<file path="config.mk">
export PLATFORM = sky130hd
export DESIGN_NAME = sevenseg_capture_flat
export DESIGN_NICKNAME = d
export VERILOG_FILES = /design/src/rtl/sevenseg_pkg.sv /design/src/rtl/sevenseg_capture_if.sv /design/src/rtl/sevenseg_decode.sv /design/src/rtl/sevenseg_capture.sv /design/src/flat_wrapper.sv
export SDC_FILE = /design/constraint.sdc
export NUM_CORES = 1
export LEC_CHECK = 0
export BUFFER_PORTS_ARGS = -buffer_cell sky130_fd_sc_hd__clkbuf_2
export CAP_MARGIN = 0
export CORE_MARGIN = 10
export CORE_UTILIZATION = 50
export DETAILED_ROUTE_END_ITERATION = 10
export GPL_ROUTABILITY_DRIVEN = 0
export PLACE_DENSITY = 0.74
export SETUP_SLACK_MARGIN = 0.4
export SYNTH_ARGS = -nofsm -noshare
export SYNTH_HDL_FRONTEND = slang
export SYNTH_SLANG_ARGS = --single-unit
</file>
<file path="constraint.sdc">
create_clock -name clk -period 3.05 [get_ports clk]
set_input_delay 0.305 -clock clk [delete_from_list [all_inputs] [get_ports clk]]
set_output_delay 0.305 -clock clk [all_outputs]
set_load 0.02 [all_outputs]
</file>
<file path="src/rtl/sevenseg_pkg.sv">
`default_nettype none
// ============================================================================
// Module   : sevenseg_pkg
// Purpose  : Shared constants and types for the seven-segment capture block.
//            Segment patterns are active-low, bit order gfedcba (bit 6 = g).
// Contents : SEG_0..SEG_9, SEG_BLANK, VAL_BLANK, VAL_ERR, cap_state_e,
//            anode helper functions (operate on an 8-bit anode vector
//            padded with 1s above the used positions).
// Revision : 1.0  initial release
// ============================================================================
package sevenseg_pkg;

  localparam logic [6:0] SEG_0     = 7'h40;
  localparam logic [6:0] SEG_1     = 7'h79;
  localparam logic [6:0] SEG_2     = 7'h24;
  localparam logic [6:0] SEG_3     = 7'h30;
  localparam logic [6:0] SEG_4     = 7'h19;
  localparam logic [6:0] SEG_5     = 7'h12;
  localparam logic [6:0] SEG_6     = 7'h02;
  localparam logic [6:0] SEG_7     = 7'h78;
  localparam logic [6:0] SEG_8     = 7'h00;
  localparam logic [6:0] SEG_9     = 7'h18;
  localparam logic [6:0] SEG_BLANK = 7'h7F;

  localparam logic [3:0] VAL_BLANK = 4'hF;
  localparam logic [3:0] VAL_ERR   = 4'hE;

  typedef enum logic [1:0] {
    ST_WAIT   = 2'd0,
    ST_SETTLE = 2'd1,
    ST_ACCEPT = 2'd2,
    ST_HELD   = 2'd3
  } cap_state_e;

  // True when exactly one active-low anode is asserted.
  function automatic logic one_low(input logic [7:0] an);
    return ($countones(~an) == 1);
  endfunction

  // Position of the asserted (low) anode; only meaningful when one_low().
  function automatic logic [2:0] low_index(input logic [7:0] an);
    logic [2:0] idx;
    idx = 3'd0;
    for (int i = 0; i < 8; i++) begin
      if (!an[i]) idx = 3'(i);
    end
    return idx;
  endfunction

endpackage
`default_nettype wire

</file>
<file path="src/rtl/sevenseg_capture_if.sv">
`default_nettype none
// ============================================================================
// Module   : sevenseg_capture_if
// Purpose  : Bundle of the display bus (an/seg), the decoded digit state and
//            the valid/ready change-event stream of the capture block.
// Modports : master - display driver / event consumer side
//            slave  - capture block side
// Revision : 1.0  initial release
// ============================================================================
interface sevenseg_capture_if #(
  parameter int NUM_DIGITS = 6
);
  logic [NUM_DIGITS-1:0]   an;
  logic [6:0]              seg;
  logic [4*NUM_DIGITS-1:0] digits;
  logic [NUM_DIGITS-1:0]   blank;
  logic [NUM_DIGITS-1:0]   err;
  logic                    upd_valid;
  logic                    upd_ready;
  logic [2:0]              upd_idx;
  logic [3:0]              upd_val;
  logic                    frame_done;
  logic                    overflow;

  modport master (
    output an, seg, upd_ready,
    input  digits, blank, err, upd_valid, upd_idx, upd_val, frame_done, overflow
  );

  modport slave (
    input  an, seg, upd_ready,
    output digits, blank, err, upd_valid, upd_idx, upd_val, frame_done, overflow
  );
endinterface
`default_nettype wire

</file>
<file path="src/rtl/sevenseg_decode.sv">
`default_nettype none
// ============================================================================
// Module   : sevenseg_decode
// Purpose  : Combinational active-low gfedcba pattern -> {value, blank, err};
//            inverse of the display encoder.
// Ports    : seg_i   - 7-bit segment pattern (0 = lit)
//            value_o - decimal value, VAL_BLANK for all-off, VAL_ERR otherwise
//            blank_o - pattern was all segments off
//            err_o   - pattern is not a decimal digit or blank
// Revision : 1.0  initial release
// ============================================================================
module sevenseg_decode
  import sevenseg_pkg::*;
(
  input  logic [6:0] seg_i,
  output logic [3:0] value_o,
  output logic       blank_o,
  output logic       err_o
);

  always_comb begin
    value_o = VAL_ERR;
    blank_o = 1'b0;
    err_o   = 1'b1;
    case (seg_i)
      SEG_0:     begin value_o = 4'd0; err_o = 1'b0; end
      SEG_1:     begin value_o = 4'd1; err_o = 1'b0; end
      SEG_2:     begin value_o = 4'd2; err_o = 1'b0; end
      SEG_3:     begin value_o = 4'd3; err_o = 1'b0; end
      SEG_4:     begin value_o = 4'd4; err_o = 1'b0; end
      SEG_5:     begin value_o = 4'd5; err_o = 1'b0; end
      SEG_6:     begin value_o = 4'd6; err_o = 1'b0; end
      SEG_7:     begin value_o = 4'd7; err_o = 1'b0; end
      SEG_8:     begin value_o = 4'd8; err_o = 1'b0; end
      SEG_9:     begin value_o = 4'd9; err_o = 1'b0; end
      SEG_BLANK: begin value_o = VAL_BLANK; blank_o = 1'b1; err_o = 1'b0; end
      default:   ;
    endcase
  end

endmodule
`default_nettype wire

</file>
<file path="src/rtl/sevenseg_capture.sv">
`default_nettype none
// ============================================================================
// Module   : sevenseg_capture
// Purpose  : Receive side of a multiplexed seven-segment bus. Synchronizes the
//            anode/segment lines, waits for a pattern to be stable for
//            STABLE_CYCLES samples, decodes it into the per-position digit
//            registers and emits a one-deep valid/ready change-event stream.
// Ports    : clk, reset_n (async, active-low)
//            bus (slave) - an, seg, upd_ready in; digits, blank, err,
//                          upd_valid, upd_idx, upd_val, frame_done,
//                          overflow out
// Revision : 1.0  initial release
// ============================================================================
module sevenseg_capture
  import sevenseg_pkg::*;
#(
  parameter int NUM_DIGITS    = 6,
  parameter int STABLE_CYCLES = 4
) (
  input  logic              clk,
  input  logic              reset_n,
  sevenseg_capture_if.slave bus
);

  localparam int         SW     = NUM_DIGITS + 7;
  // Count at which the next equal sample completes the stability window.
  localparam logic [7:0] C_LAST = 8'(STABLE_CYCLES - 1);

  // Sample layout: {an, seg}
  logic [SW-1:0]           sync1_q, sync2_q, prev_q, acc_q;
  logic [7:0]              samp_an_pad, acc_an_pad;
  logic                    samp_legal;
  logic [2:0]              acc_pos;
  logic [3:0]              dec_val;
  logic                    dec_blank, dec_err;
  logic                    evt_new;

  cap_state_e              state_q;
  logic [7:0]              count_q;
  logic [4*NUM_DIGITS-1:0] digits_q;
  logic [NUM_DIGITS-1:0]   blank_q, err_q, ever_q, seen_q;
  logic                    upd_valid_q, frame_done_q, overflow_q;
  logic [2:0]              upd_idx_q;
  logic [3:0]              upd_val_q;

  // Two-flop synchronizer; idle bus (all high) is the reset value.
  always_ff @(posedge clk or negedge reset_n) begin
    if (!reset_n) begin
      sync1_q <= '1;
      sync2_q <= '1;
    end else begin
      sync1_q <= {bus.an, bus.seg};
      sync2_q <= sync1_q;
    end
  end

  // Unused upper anode positions read as inactive.
  always_comb begin
    samp_an_pad                 = '1;
    samp_an_pad[NUM_DIGITS-1:0] = sync2_q[SW-1:7];
    acc_an_pad                  = '1;
    acc_an_pad[NUM_DIGITS-1:0]  = acc_q[SW-1:7];
  end

  assign samp_legal = one_low(samp_an_pad);
  assign acc_pos    = low_index(acc_an_pad);

  // The accepted pattern is frozen in acc_q, so decode and commit see the
  // same value even if the bus moves during the ACCEPT cycle.
  sevenseg_decode u_decode (
    .seg_i   (acc_q[6:0]),
    .value_o (dec_val),
    .blank_o (dec_blank),
    .err_o   (dec_err)
  );

  always_comb begin
    evt_new = !ever_q[acc_pos]
           || (digits_q[4*acc_pos +: 4] != dec_val)
           || (blank_q[acc_pos] != dec_blank)
           || (err_q[acc_pos] != dec_err);
  end

  always_ff @(posedge clk or negedge reset_n) begin
    if (!reset_n) begin
      state_q      <= ST_WAIT;
      count_q      <= '0;
      prev_q       <= '1;
      acc_q        <= '1;
      digits_q     <= '0;
      blank_q      <= '1;
      err_q        <= '0;
      ever_q       <= '0;
      seen_q       <= '0;
      upd_valid_q  <= 1'b0;
      upd_idx_q    <= '0;
      upd_val_q    <= '0;
      frame_done_q <= 1'b0;
      overflow_q   <= 1'b0;
    end else begin
      prev_q       <= sync2_q;
      // ACCEPT is never back-to-back, so a full seen set is always observed
      // one cycle after the completing commit and cleared before the next.
      frame_done_q <= &seen_q;
      if (&seen_q) seen_q <= '0;

      if (upd_valid_q && bus.upd_ready) upd_valid_q <= 1'b0;

      case (state_q)
        ST_WAIT: begin
          if (samp_legal) begin
            state_q <= ST_SETTLE;
            count_q <= 8'd1;
          end
        end

        ST_SETTLE: begin
          if (!samp_legal) begin
            state_q <= ST_WAIT;
            count_q <= '0;
          end else if (sync2_q != prev_q) begin
            count_q <= 8'd1;
          end else if (count_q >= C_LAST) begin
            state_q <= ST_ACCEPT;
            acc_q   <= sync2_q;
            count_q <= '0;
          end else begin
            count_q <= count_q + 8'd1;
          end
        end

        ST_ACCEPT: begin
          state_q                   <= ST_HELD;
          digits_q[4*acc_pos +: 4]  <= dec_val;
          blank_q[acc_pos]          <= dec_blank;
          err_q[acc_pos]            <= dec_err;
          ever_q[acc_pos]           <= 1'b1;
          seen_q[acc_pos]           <= 1'b1;
          if (evt_new) begin
            // Slot is free, or is being consumed this very cycle.
            if (!upd_valid_q || bus.upd_ready) begin
              upd_valid_q <= 1'b1;
              upd_idx_q   <= acc_pos;
              upd_val_q   <= dec_val;
            end else begin
              overflow_q  <= 1'b1;
            end
          end
        end

        ST_HELD: begin
          if (!samp_legal) begin
            state_q <= ST_WAIT;
            count_q <= '0;
          end else if (sync2_q != acc_q) begin
            state_q <= ST_SETTLE;
            count_q <= 8'd1;
          end
        end

        default: state_q <= ST_WAIT;
      endcase
    end
  end

  assign bus.digits     = digits_q;
  assign bus.blank      = blank_q;
  assign bus.err        = err_q;
  assign bus.upd_valid  = upd_valid_q;
  assign bus.upd_idx    = upd_idx_q;
  assign bus.upd_val    = upd_val_q;
  assign bus.frame_done = frame_done_q;
  assign bus.overflow   = overflow_q;

endmodule
`default_nettype wire

</file>
<file path="src/flat_wrapper.sv">
// flat-port wrapper written by rule: the top's interface ports become plain ports
module sevenseg_capture_flat import sevenseg_pkg::*;
#(
  parameter int NUM_DIGITS    = 6,
  parameter int STABLE_CYCLES = 4
)
  (clk, reset_n, bus_an, bus_seg, bus_upd_ready, bus_digits, bus_blank, bus_err, bus_upd_valid, bus_upd_idx, bus_upd_val, bus_frame_done, bus_overflow);
  sevenseg_capture_if #(.NUM_DIGITS(NUM_DIGITS)) bus_i ();
  input  logic clk;
  input  logic reset_n;
  input wire logic [$bits(bus_i.an)-1:0] bus_an;
  input wire logic [$bits(bus_i.seg)-1:0] bus_seg;
  input wire logic [$bits(bus_i.upd_ready)-1:0] bus_upd_ready;
  output wire logic [$bits(bus_i.digits)-1:0] bus_digits;
  output wire logic [$bits(bus_i.blank)-1:0] bus_blank;
  output wire logic [$bits(bus_i.err)-1:0] bus_err;
  output wire logic [$bits(bus_i.upd_valid)-1:0] bus_upd_valid;
  output wire logic [$bits(bus_i.upd_idx)-1:0] bus_upd_idx;
  output wire logic [$bits(bus_i.upd_val)-1:0] bus_upd_val;
  output wire logic [$bits(bus_i.frame_done)-1:0] bus_frame_done;
  output wire logic [$bits(bus_i.overflow)-1:0] bus_overflow;
  assign bus_i.an = bus_an;
  assign bus_i.seg = bus_seg;
  assign bus_i.upd_ready = bus_upd_ready;
  assign bus_digits = bus_i.digits;
  assign bus_blank = bus_i.blank;
  assign bus_err = bus_i.err;
  assign bus_upd_valid = bus_i.upd_valid;
  assign bus_upd_idx = bus_i.upd_idx;
  assign bus_upd_val = bus_i.upd_val;
  assign bus_frame_done = bus_i.frame_done;
  assign bus_overflow = bus_i.overflow;
  sevenseg_capture #(.NUM_DIGITS(NUM_DIGITS), .STABLE_CYCLES(STABLE_CYCLES)) u_core (.clk(clk), .reset_n(reset_n), .bus(bus_i));
endmodule
</file>
==> flow_summary.yaml, run 1 <==
status:
  status: "complete, but fails checks"
  violations: "negative setup slack"
logic_synthesis:
  ys_ff_latch: 120
  synth_top_area_share_pct: 28.1
  ys_seq_area_share_pct: 55.7
  synth_simple_gate_area_share_pct: 14.3
  synthFlopType: "dfrtp_1"
  netlist_area_um2: 5520
  synth_edf_count: 0
  synth-compound-area-share_pct: 11.0
  yosysTopAreaCell: "dfrtp_1"
  ys_warn_count: 0
  muxShareOfSynthArea_pct: 7.52
  yosys.cell_types.count: 65
  synth_top_family_by_area: "simple AND/OR/NAND/NOR gates"
  synth.net_count: 511
  synth-xor-area-share_pct: 4.76
  synthCells: 483
  async_reset_ff_share_pct: 100
  yosys.area_share.adder_pct: 2.99
  synthTopCellsByArea: "dfrtp_1, dfstp_2, mux2_2, nand2_1, xor2_1"
  avgSynthCellArea_um2: 11.4
clock_network:
  h-tree-depth: 4
  numClockSinks: 120
  clk_pin_slew_ns: 0.06
  cts_buffers: 17
  cts_buffer_depth: 2
  clock-root-buffer: "clkbuf_8"
  cts_tree: "done"
  clock_latency_ns: 0.52
hold_path:
  min_path_type: "primary input to flip-flop"
sta:
  setup-violations-final: 8
  fmax_mhz: 325
  worst_pin_slew_ns: 0.738
  hold_viol_final: 0
  rsz0062_at_grt: "yes"
  slew_viol_final: 0
  fin_skew_ns: 0.00829
  fin_crit_sh_pct: 101
  maxSlewHeadroom_pct: 50.3
  fin_ws_ns: -0.0246
  finalCriticalPeriod_ns: 3.07
layout:
  nets: 634
  drive_above_1_share_pct: 48.3
  fillers: 741
  area_growth_pct: 34.6
  final_cells: 759
  diodes: 0
die:
  num_io_pins: 62
  die_h_um: 125
  die_x_um: 125
  core_area_um2: 10800
  start_util_pct: 51.0
  dieArea_um2: 15700
  num_rows: 38
route:
  vias_per_cell: 5.73
  wl_um: 14700
  drc: 0
  drtIter0Drc: 357
  ant_nets: 0
  dr_total_vias: 4352
  first_pass_iters: 5
  wl_per_cell_um: 19.4
worst_setup_path:
  worst_setup_path_start_kind: "flip-flop"
  crit_fanout: 8
  r2r_slack_ns: -0.02
  end_kind: "flip-flop"
  worstPathArrival_ns: 3.52
  path_class: "flip-flop to flip-flop"
  required_ns: 3.50
grt:
  grt_pass1_vias: 4419
  grt-ovfl-total: 0
  met3_usage_pct: 5.28
  grt_pass1_wl_um: 23400
  antenna_found_initial: 0
  grt_use_met1_pct: 23.2
  gr-usage-met2_pct: 29.4
  grt_max_degree: 69
  grtUsageTotal_pct: 18.2
  grt.busiest_layer: "met2"
pwr:
  fin_total_pwr_mw: 3.86
  leakage_nw: 3.46
  ir_worst_vdd_v: 0.000553
  p_per_area_nw_per_um2: 520
placed_design:
  dp_hpwl_um: 9520
  numPortBuffers: 61
  dp_cells: 688
flow_run:
  max_cap_violations: 0
state kept, by name (all words and copies together) (netlist names), named ones only:
name and count:
u_core.prev_q 13, u_core.bus.err 6, u_core.seen_q 6, u_core.bus.upd_valid 1
u_core.bus.overflow 1, u_core.bus.digits 24, u_core.bus.upd_idx 3, u_core.bus.frame_done 1
u_core.acc_q 13, u_core.sync2_q 13, u_core.ever_q 6, u_core.state_q 1
u_core.bus.upd_val 4, u_core.sync1_q 13, u_core.bus.blank 6, u_core.count_q 8
cells in the mapped netlist, types with 4 or more instances:
library cell	instances
o21ai_1	4
or2_2	5
xor2_1	16
nand2_1	53
dfrtp_1	62
mux2_4	4
nand2b_1	8
o21ai_0	27
o221ai_1	4
and3_1	6
nand3_1	9
a21oi_1	8
nor2b_1	8
nor3_1	5
clkbuf_1	5
ha_1	10
nor4_1	8
buf_2	8
a21o_1	7
a31oi_1	6
xnor2_1	14
nor2_1	24
dfstp_2	58
inv_1	29
nand4_1	8
mux2_2	28
mux2i_1	4
through the flow:
stage                     hold slack, ns  cell area [µm²]  setup TNS [ns]  util (%)  worst slack (ns)
after floorplan                  0.00941             5610               0         -            0.0248
after global placement             0.346             6150               0      56.8            0.0424
after detailed placement           0.347             6150          -0.285      56.8           -0.0770
after CTS                          0.130             7160               0      66.0            0.0640
after global routing               0.177             7430          -0.660      68.6           -0.0769
final                              0.175             7430          -0.135      68.6           -0.0246
where the power goes:
| group | leakage [nW] | internal [mW] | total, mW | switching [mW] |
|---|---|---|---|---|
| clock | 0.287 | 1.17 | 1.91 | 0.744 |
| combinational | 1.72 | 0.121 | 0.264 | 0.142 |
| sequential | 1.45 | 1.65 | 1.68 | 0.0324 |
final cells by class:
type	instances	area, µm²	share of cell area (%)
Sequential cell	120	3080	41.4
Multi-Input combinational cell	316	2600	35.0
Timing Repair Buffer	121	876	11.8
Clock buffer	21	503	6.77
Tap cell	140	175	2.36
Inverter	30	116	1.57
Clock inverter	11	81.3	1.09
path summary, 6_finish.rpt:
kind | from | end | cells past startpoint
worst max-delay path | u_core.sync2_q[12]$_DFF_PN1_ | u_core.acc_q[3]$_DFFE_PN1P_ | 11
worst min-delay path | bus_upd_ready | u_core.bus.overflow$_DFFE_PN0P_ | 3
worst max register to register | u_core.sync2_q[12]$_DFF_PN1_ | u_core.acc_q[3]$_DFFE_PN1P_ | 11
worst min register to register | u_core.sync1_q[4]$_DFF_PN1_ | u_core.sync2_q[4]$_DFF_PN1_ | 0
max in group asynchronous | reset_n | u_core.sync2_q[9]$_DFF_PN1_ | 3
min in group asynchronous | reset_n | u_core.seen_q[5]$_DFF_PN0_ | 2
per-layer routing:
metal | vias up | part of all wire [%]
met2 | 185 | 50
met4 | 0 | 1.7
li1 | 1955 | -
met1 | 2177 | 41
met5 | - | 0
met3 | 35 | 6.7
worst max-delay path: stages, from the launching register on:
cell	delay [ns]
dfstp_2	0.54
inv_2	0.05
ha_4	0.25
inv_2	0.03
fa_2	0.38
inv_2	0.07
ha_4	0.19
or4b_4	0.58
nor2_4	0.15
and4_4	0.29
buf_12	0.15
mux2_4	0.31
repair_timing:
action,CTS,global route
hold buffers,14,0
cloned,1,0
resized for setup,35,46
hold endpoints to repair,61,0
buffers inserted,12,12
pin swaps,17,28
setup endpoints to repair,34,38
placed cells by master (no fill, tap or decap), types with 15 or more instances in the layout:
cell	instances
dfrtp_1	62
clkbuf_2	60
dfstp_2	57
nand2_1	50
buf_4	35
o21ai_0	23
nor2_1	21
clkbuf_16	19
mux2_2	18
inv_1	15
xor2_1	15
logic make-up (layout without fill, tap and decap cells):
kind of cell / count (synthesis) / after routing
DFF: 120 / 120
AOI/OAI and AO/OA: 88 / 88
buffers and inverters: 47 / 183
and+or+nand+nor: 150 / 150
muxes: 36 / 36
xor gates and xnor gates: 30 / 30
adders and majority gates: 12 / 12
Power figures use the tool's default switching activity.
==> run 2, diff against run 1 <==
--- a/config.mk
+++ b/config.mk
@@ -11,8 +11,9 @@
 export CORE_UTILIZATION = 50
 export DETAILED_ROUTE_END_ITERATION = 10
 export GPL_ROUTABILITY_DRIVEN = 0
-export PLACE_DENSITY = 0.74
+export PLACE_DENSITY = 0.71
 export SETUP_SLACK_MARGIN = 0.4
+export SLEW_MARGIN = 5
 export SYNTH_ARGS = -nofsm -noshare
 export SYNTH_HDL_FRONTEND = slang
 export SYNTH_SLANG_ARGS = --single-unit
==> constraint.sdc (replaced) <==
create_clock -name clk -period 3.1 [get_ports clk]
set_input_delay 0.31 -clock clk [delete_from_list [all_inputs] [get_ports clk]]
set_output_delay 0.31 -clock clk [all_outputs]
set_load 0.02 [all_outputs]
==> run 2 against run 1 <==
- the flow now finishes without violations
- clock-buffer cell count shrank 2
- critical path type unchanged
- combinational power shrank 18%
- global-route usage shrank 0.66 points
==> flow_summary.yaml, run 2 (same netlist as run 1, synthesis figures left out) <==
status:
  status: "finished, final reports clean"
hold_path:
  min_path_type: "primary input to flip-flop"
  min_path_cells: 3
grt:
  gr-usage-met2_pct: 27.6
  grt_pass1_vias: 4216
  grt_pass1_wl_um: 22500
  grt.busiest_layer: "met2"
  grt_use_met1_pct: 22.8
  grtUsageTotal_pct: 17.6
  met3_usage_pct: 6.08
  grt_max_degree: 74
  grt-ovfl-total: 0
  antenna_found_initial: 0
route:
  vias_per_cell: 5.67
  dr_total_vias: 4266
  drtIter0Drc: 469
  first_pass_iters: 5
  wl_per_cell_um: 18.8
  ant_nets: 0
  drc: 0
  wl_um: 14100
layout:
  drive_above_1_share_pct: 46.0
  largest_reg_flops: 24
  final_cells: 753
  nets: 628
  fillers: 785
  area_growth_pct: 32.9
  layout_common_cells: "dfrtp_1, clkbuf_2, dfstp_2"
  diodes: 0
  final_common_cell: "dfrtp_1"
worst_setup_path:
  required_ns: 3.55
  cpMaxStageDelayCell: "or4b_4"
  max_stage_delay_ns: 0.58
  end_kind: "flip-flop"
  path_common_cell: "inv_2"
  worstPathArrival_ns: 3.51
  path_depth: 11
  path_buf_inv: 4
  worstPathCellList: "inv_2, ha_4, inv_2, fa_2, inv_2, ha_4, or4b_4, nor2_4, and4_4, buf_12, mux2_4"
  critPathTopFamily: "simple AND/OR/NAND/NOR gates"
  crit_fanout: 8
  r2r_cells: 11
  worst_setup_path_start_kind: "flip-flop"
  path_class: "flip-flop to flip-flop"
sta:
  finalCriticalPeriod_ns: 3.06
  fin_crit_sh_pct: 98.7
  fmax_mhz: 327
  fin_skew_ns: 0.00745
  maxSlewHeadroom_pct: 36.0
  fin_ws_ns: 0.0411
  slew_viol_final: 0
  hold_viol_final: 0
  worst_pin_slew_ns: 0.960
  rsz0062_at_grt: "yes"
  setup-violations-final: 0
pwr:
  p_per_area_nw_per_um2: 530
  seqPwrFrac_pct: 42.6
  p_comb_share_pct: 5.6
  clkPwrFrac_pct: 51.8
  switching_share_pct: 22.3
  switching_power_mw: 0.869
  intPower_mw: 3.02
  ir_worst_vdd_v: 0.000468
  fin_total_pwr_mw: 3.89
  leakage_nw: 3.42
die:
  die_x_um: 125
  die_h_um: 125
  start_util_pct: 51.0
  core_area_um2: 10800
  num_io_pins: 62
  dieArea_um2: 15700
  num_rows: 38
placed_design:
  dp_hpwl_um: 9470
  dp_slack_ns: -0.0585
  numPortBuffers: 61
  dp_cells: 688
clock_network:
  clock_latency_ns: 0.53
  clk_pin_slew_ns: 0.06
  cts_tree: "done"
  cts_buffer_depth: 2
  clock-root-buffer: "clkbuf_8"
  numClockSinks: 120
  cts_buffers: 17
  h-tree-depth: 4
flow_run:
  max_cap_violations: 0
[run 2: worst register-to-register path, delay by kind of cell, from the launching register on]
family / cells / cell delay (ns)
and+or+nand+nor: 3 / 1.01
adders and majority gates: 3 / 0.81
DFF: 1 / 0.55
buffers and inverters: 4 / 0.31
muxes: 1 / 0.31
[run 2: repair_timing]
| action | CTS | global route |
|---|---|---|
| setup endpoints to repair | 27 | 33 |
| pin swaps | 12 | 18 |
| hold buffers | 14 | 0 |
| resized for setup | 27 | 32 |
| hold endpoints to repair | 74 | 0 |
| buffers inserted | 3 | 15 |
| cloned | 1 | 0 |
[run 2: power groups by stage]
stage / logic, mW / registers, mW / clock network, mW
floorplan: 0.105 / 1.67 / 0
global placement: 0.163 / 1.68 / 0
detailed placement: 0.173 / 1.68 / 0
CTS: 0.201 / 1.66 / 2.05
global route: 0.243 / 1.66 / 2.14
finish: 0.217 / 1.66 / 2.02
[run 2: cell type report]
cell class              count  area, µm²  share of cell area (%)
clock buffers              19        453                    6.17
clock inverters            13        163                    2.22
inverters                  30        116                    1.58
multi-input cells         316       2530                    34.5
flip-flops and latches    120       3080                    41.9
well taps                 140        175                    2.39
repair buffers            115        825                    11.2
[run 2: routing by layer]
layer  routed length (µm)  up-vias
li1                     -     1941
met1                 6130     2154
met2                 7000      150
met3                  904       21
met4                  119        0
met5                    0        -
[run 2: final timing paths]
kind                                        startpoint                              to  slack, ns
min in group asynchronous                      reset_n   u_core.count_q[1]$_DFFE_PN0P_       0.47
setup / recovery           u_core.sync2_q[7]$_DFF_PN1_     u_core.acc_q[6]$_DFFE_PN1P_       0.04
hold reg to reg            u_core.sync1_q[0]$_DFF_PN1_     u_core.sync2_q[0]$_DFF_PN1_       0.35
max in group asynchronous                      reset_n      u_core.prev_q[1]$_DFF_PN1_       1.78
hold / removal                           bus_upd_ready  u_core.bus.upd_valid$_DFF_PN0_       0.17
setup reg to reg           u_core.sync2_q[7]$_DFF_PN1_     u_core.acc_q[6]$_DFFE_PN1P_       0.04
[run 2: through the flow]
stage	hold slack (ns)	utilization, %	setup TNS [ns]	cell area, µm²
floorplan	0.0144	-	0	5610
global placement	0.346	56.8	0	6150
detailed placement	0.347	56.8	-0.0876	6150
CTS	0.147	65.2	0	7070
global route	0.153	67.7	-0.167	7340
finish	0.168	67.7	0	7340
==> run 3, diff against run 2 <==
==> constraint.sdc (replaced) <==
create_clock -name clk -period 3.1 [get_ports clk]
set_input_delay 0 -clock clk [delete_from_list [all_inputs] [get_ports clk]]
set_output_delay 0 -clock clk [all_outputs]
set_load 0.02 [all_outputs]
==> run 3 against run 2 <==
- design area grew 0.32%
- worst setup slack better by 0.12 ns
- clock skew is essentially flat
- maximum frequency is 4.1% higher
- global-route usage increased by 0.10 points
- via count rose by 1.3%
- clock power is 7% lower
- sequential share of layout area down 0.19 points
- register-to-register slack gained 0.12 ns
- routed wire length up 3.0%
- sequential power barely moved
- flip-flop and latch count unchanged
- largest cell class unchanged
- largest power group unchanged
==> flow_summary.yaml, run 3 (same netlist as run 1, synthesis figures left out) <==
sta:
  setup-violations-final: 0
  fin_skew_ns: 0.00785
  worst_pin_slew_ns: 0.980
  slew_viol_final: 0
  fin_crit_sh_pct: 94.8
  maxSlewHeadroom_pct: 34.6
  rsz0062_at_grt: "yes"
  whs_ns: 0.108
  fmax_mhz: 340
  hold_viol_final: 0
  fin_ws_ns: 0.162
  finalCriticalPeriod_ns: 2.94
  setup_tns_ns: 0
route:
  drc: 0
  drtIter0Drc: 400
  ant_nets: 0
  wl_um: 14600
  dr_total_vias: 4321
  first_pass_iters: 5
  vias_per_cell: 5.68
  wl_per_cell_um: 19.1
hold_path:
  whs_endpoint: "u_core.sync1_q[4]$_DFF_PN1_"
  min_path_type: "primary input to flip-flop"
  min_path_cells: 2
  worstHoldStart: "bus_seg[4]"
grt:
  grt_pass1_vias: 4357
  antenna_found_initial: 0
  grt_max_degree: 80
  grt-ovfl-total: 0
  grt_pass1_wl_um: 22800
  grtUsageTotal_pct: 17.7
worst_setup_path:
  max_stage_delay_ns: 0.54
  worstPathCellList: "inv_2, ha_4, inv_2, fa_2, inv_2, ha_4, or4b_4, nor2_4, and4_4, clkbuf_16, mux2_4"
  path_common_cell: "inv_2"
  end_kind: "flip-flop"
  critPathTopFamily: "simple AND/OR/NAND/NOR gates"
  worstPathArrival_ns: 3.38
  path_class: "flip-flop to flip-flop"
  path_buf_inv: 4
  cpMaxStageDelayCell: "dfstp_2"
  worst_setup_path_start_kind: "flip-flop"
  crit_fanout: 7
  required_ns: 3.54
  rr_endpoint: "u_core.acc_q[8]$_DFFE_PN1P_"
  r2r_cells: 11
  reg2reg_from: "u_core.sync2_q[7]$_DFF_PN1_"
  r2r_slack_ns: 0.16
clock_network:
  cts_buffer_depth: 2
  clk_pin_slew_ns: 0.06
  cts_buffers: 17
  cts_tree: "done"
  h-tree-depth: 4
  numClockSinks: 120
  clock-root-buffer: "clkbuf_8"
  clock_latency_ns: 0.52
layout:
  final_common_cell: "dfrtp_1"
  area_growth_pct: 33.3
  drive_above_1_share_pct: 47.0
  layout_common_cells: "dfrtp_1, clkbuf_2, dfstp_2"
  largest_reg_flops: 24
  diodes: 0
  final_cells: 761
  nets: 636
  fillers: 764
die:
  dieArea_um2: 15700
  num_rows: 38
  core_area_um2: 10800
  die_x_um: 125
  die_h_um: 125
  start_util_pct: 51.0
  num_io_pins: 62
placed_design:
  dp_slack_ns: -0.0745
  dp_hpwl_um: 9590
  dp_cells: 688
  numPortBuffers: 61
pwr:
  leakage_nw: 3.45
  ir_worst_vdd_v: 0.000389
  p_per_area_nw_per_um2: 511
  fin_total_pwr_mw: 3.76
status:
  status: "finished, final reports clean"
flow_run:
  max_cap_violations: 0
-- run 3: cell count changes in the layout (fill, tap and decap cells not counted), moves of 2 or more --
cell / delta
inv_6: +2
nand2_2: -2
bufinv_16: -2
nor4_4: +2
buf_4: +8
buf_6: +2
buf_12: -2
-- run 3: per-stage QoR --
stage / util [%] / area, µm²
after floorplan: - / 5610
after global placement: 56.7 / 6140
after detailed placement: 56.7 / 6140
after CTS: 65.3 / 7070
after global routing: 67.9 / 7370
final: 67.9 / 7370
-- run 3: cell type report --
class                   instances  area, µm²  area share [%]
clock buffers                  20        457            6.20
inverters                      30        119            1.61
multi-input cells             316       2570            34.9
repair buffers                123        860            11.7
well taps                     140        175            2.38
clock inverters                12        113            1.53
flip-flops and latches        120       3080            41.8
-- run 3: what timing repair did --
item,4_1_cts,5_1_grt
gates resized for setup,24,40
cloned,0,1
hold endpoints to repair,60,0
pin swaps,11,13
hold buffers,15,0
setup endpoints to repair,38,46
setup buffers,11,14
-- run 3: worst max path at each step --
stage | from | endpoint | slack (ns) | cells past startpoint
finish | u_core.sync2_q[7]$_DFF_PN1_ | u_core.acc_q[8]$_DFFE_PN1P_ | 0.16 | 11
global route | u_core.sync2_q[7]$_DFF_PN1_ | u_core.count_q[7]$_DFFE_PN0P_ | 0.05 | 12
CTS | u_core.sync2_q[7]$_DFF_PN1_ | u_core.count_q[6]$_DFFE_PN0P_ | 0.14 | 12
detailed placement | u_core.sync2_q[12]$_DFF_PN1_ | u_core.count_q[7]$_DFFE_PN0P_ | -0.07 | 12
global placement | u_core.sync2_q[12]$_DFF_PN1_ | u_core.count_q[7]$_DFFE_PN0P_ | 0.07 | 12
floorplan | u_core.sync2_q[8]$_DFF_PN1_ | u_core.acc_q[10]$_DFFE_PN1P_ | 0.07 | 13
-- run 3: power breakdown --
part           total [mW]  leakage [nW]  switching [mW]  internal (mW)
combinational       0.230          1.71           0.128          0.102
sequential           1.66          1.45          0.0324           1.63
clock                1.88         0.282           0.734           1.14
total                3.76          3.45           0.894           2.87
-- run 3: layer usage --
| metal | GRT usage [%] | vias up | wire length (µm) |
|---|---|---|---|
| li1 | - | 1954 | - |
| met1 | 22.4 | 2161 | 6180 |
| met3 | 4.48 | 34 | 839 |
| met4 | 5.96 | 0 | 279 |
| met2 | 28.8 | 172 | 7280 |
| met5 | 0 | - | 0 |
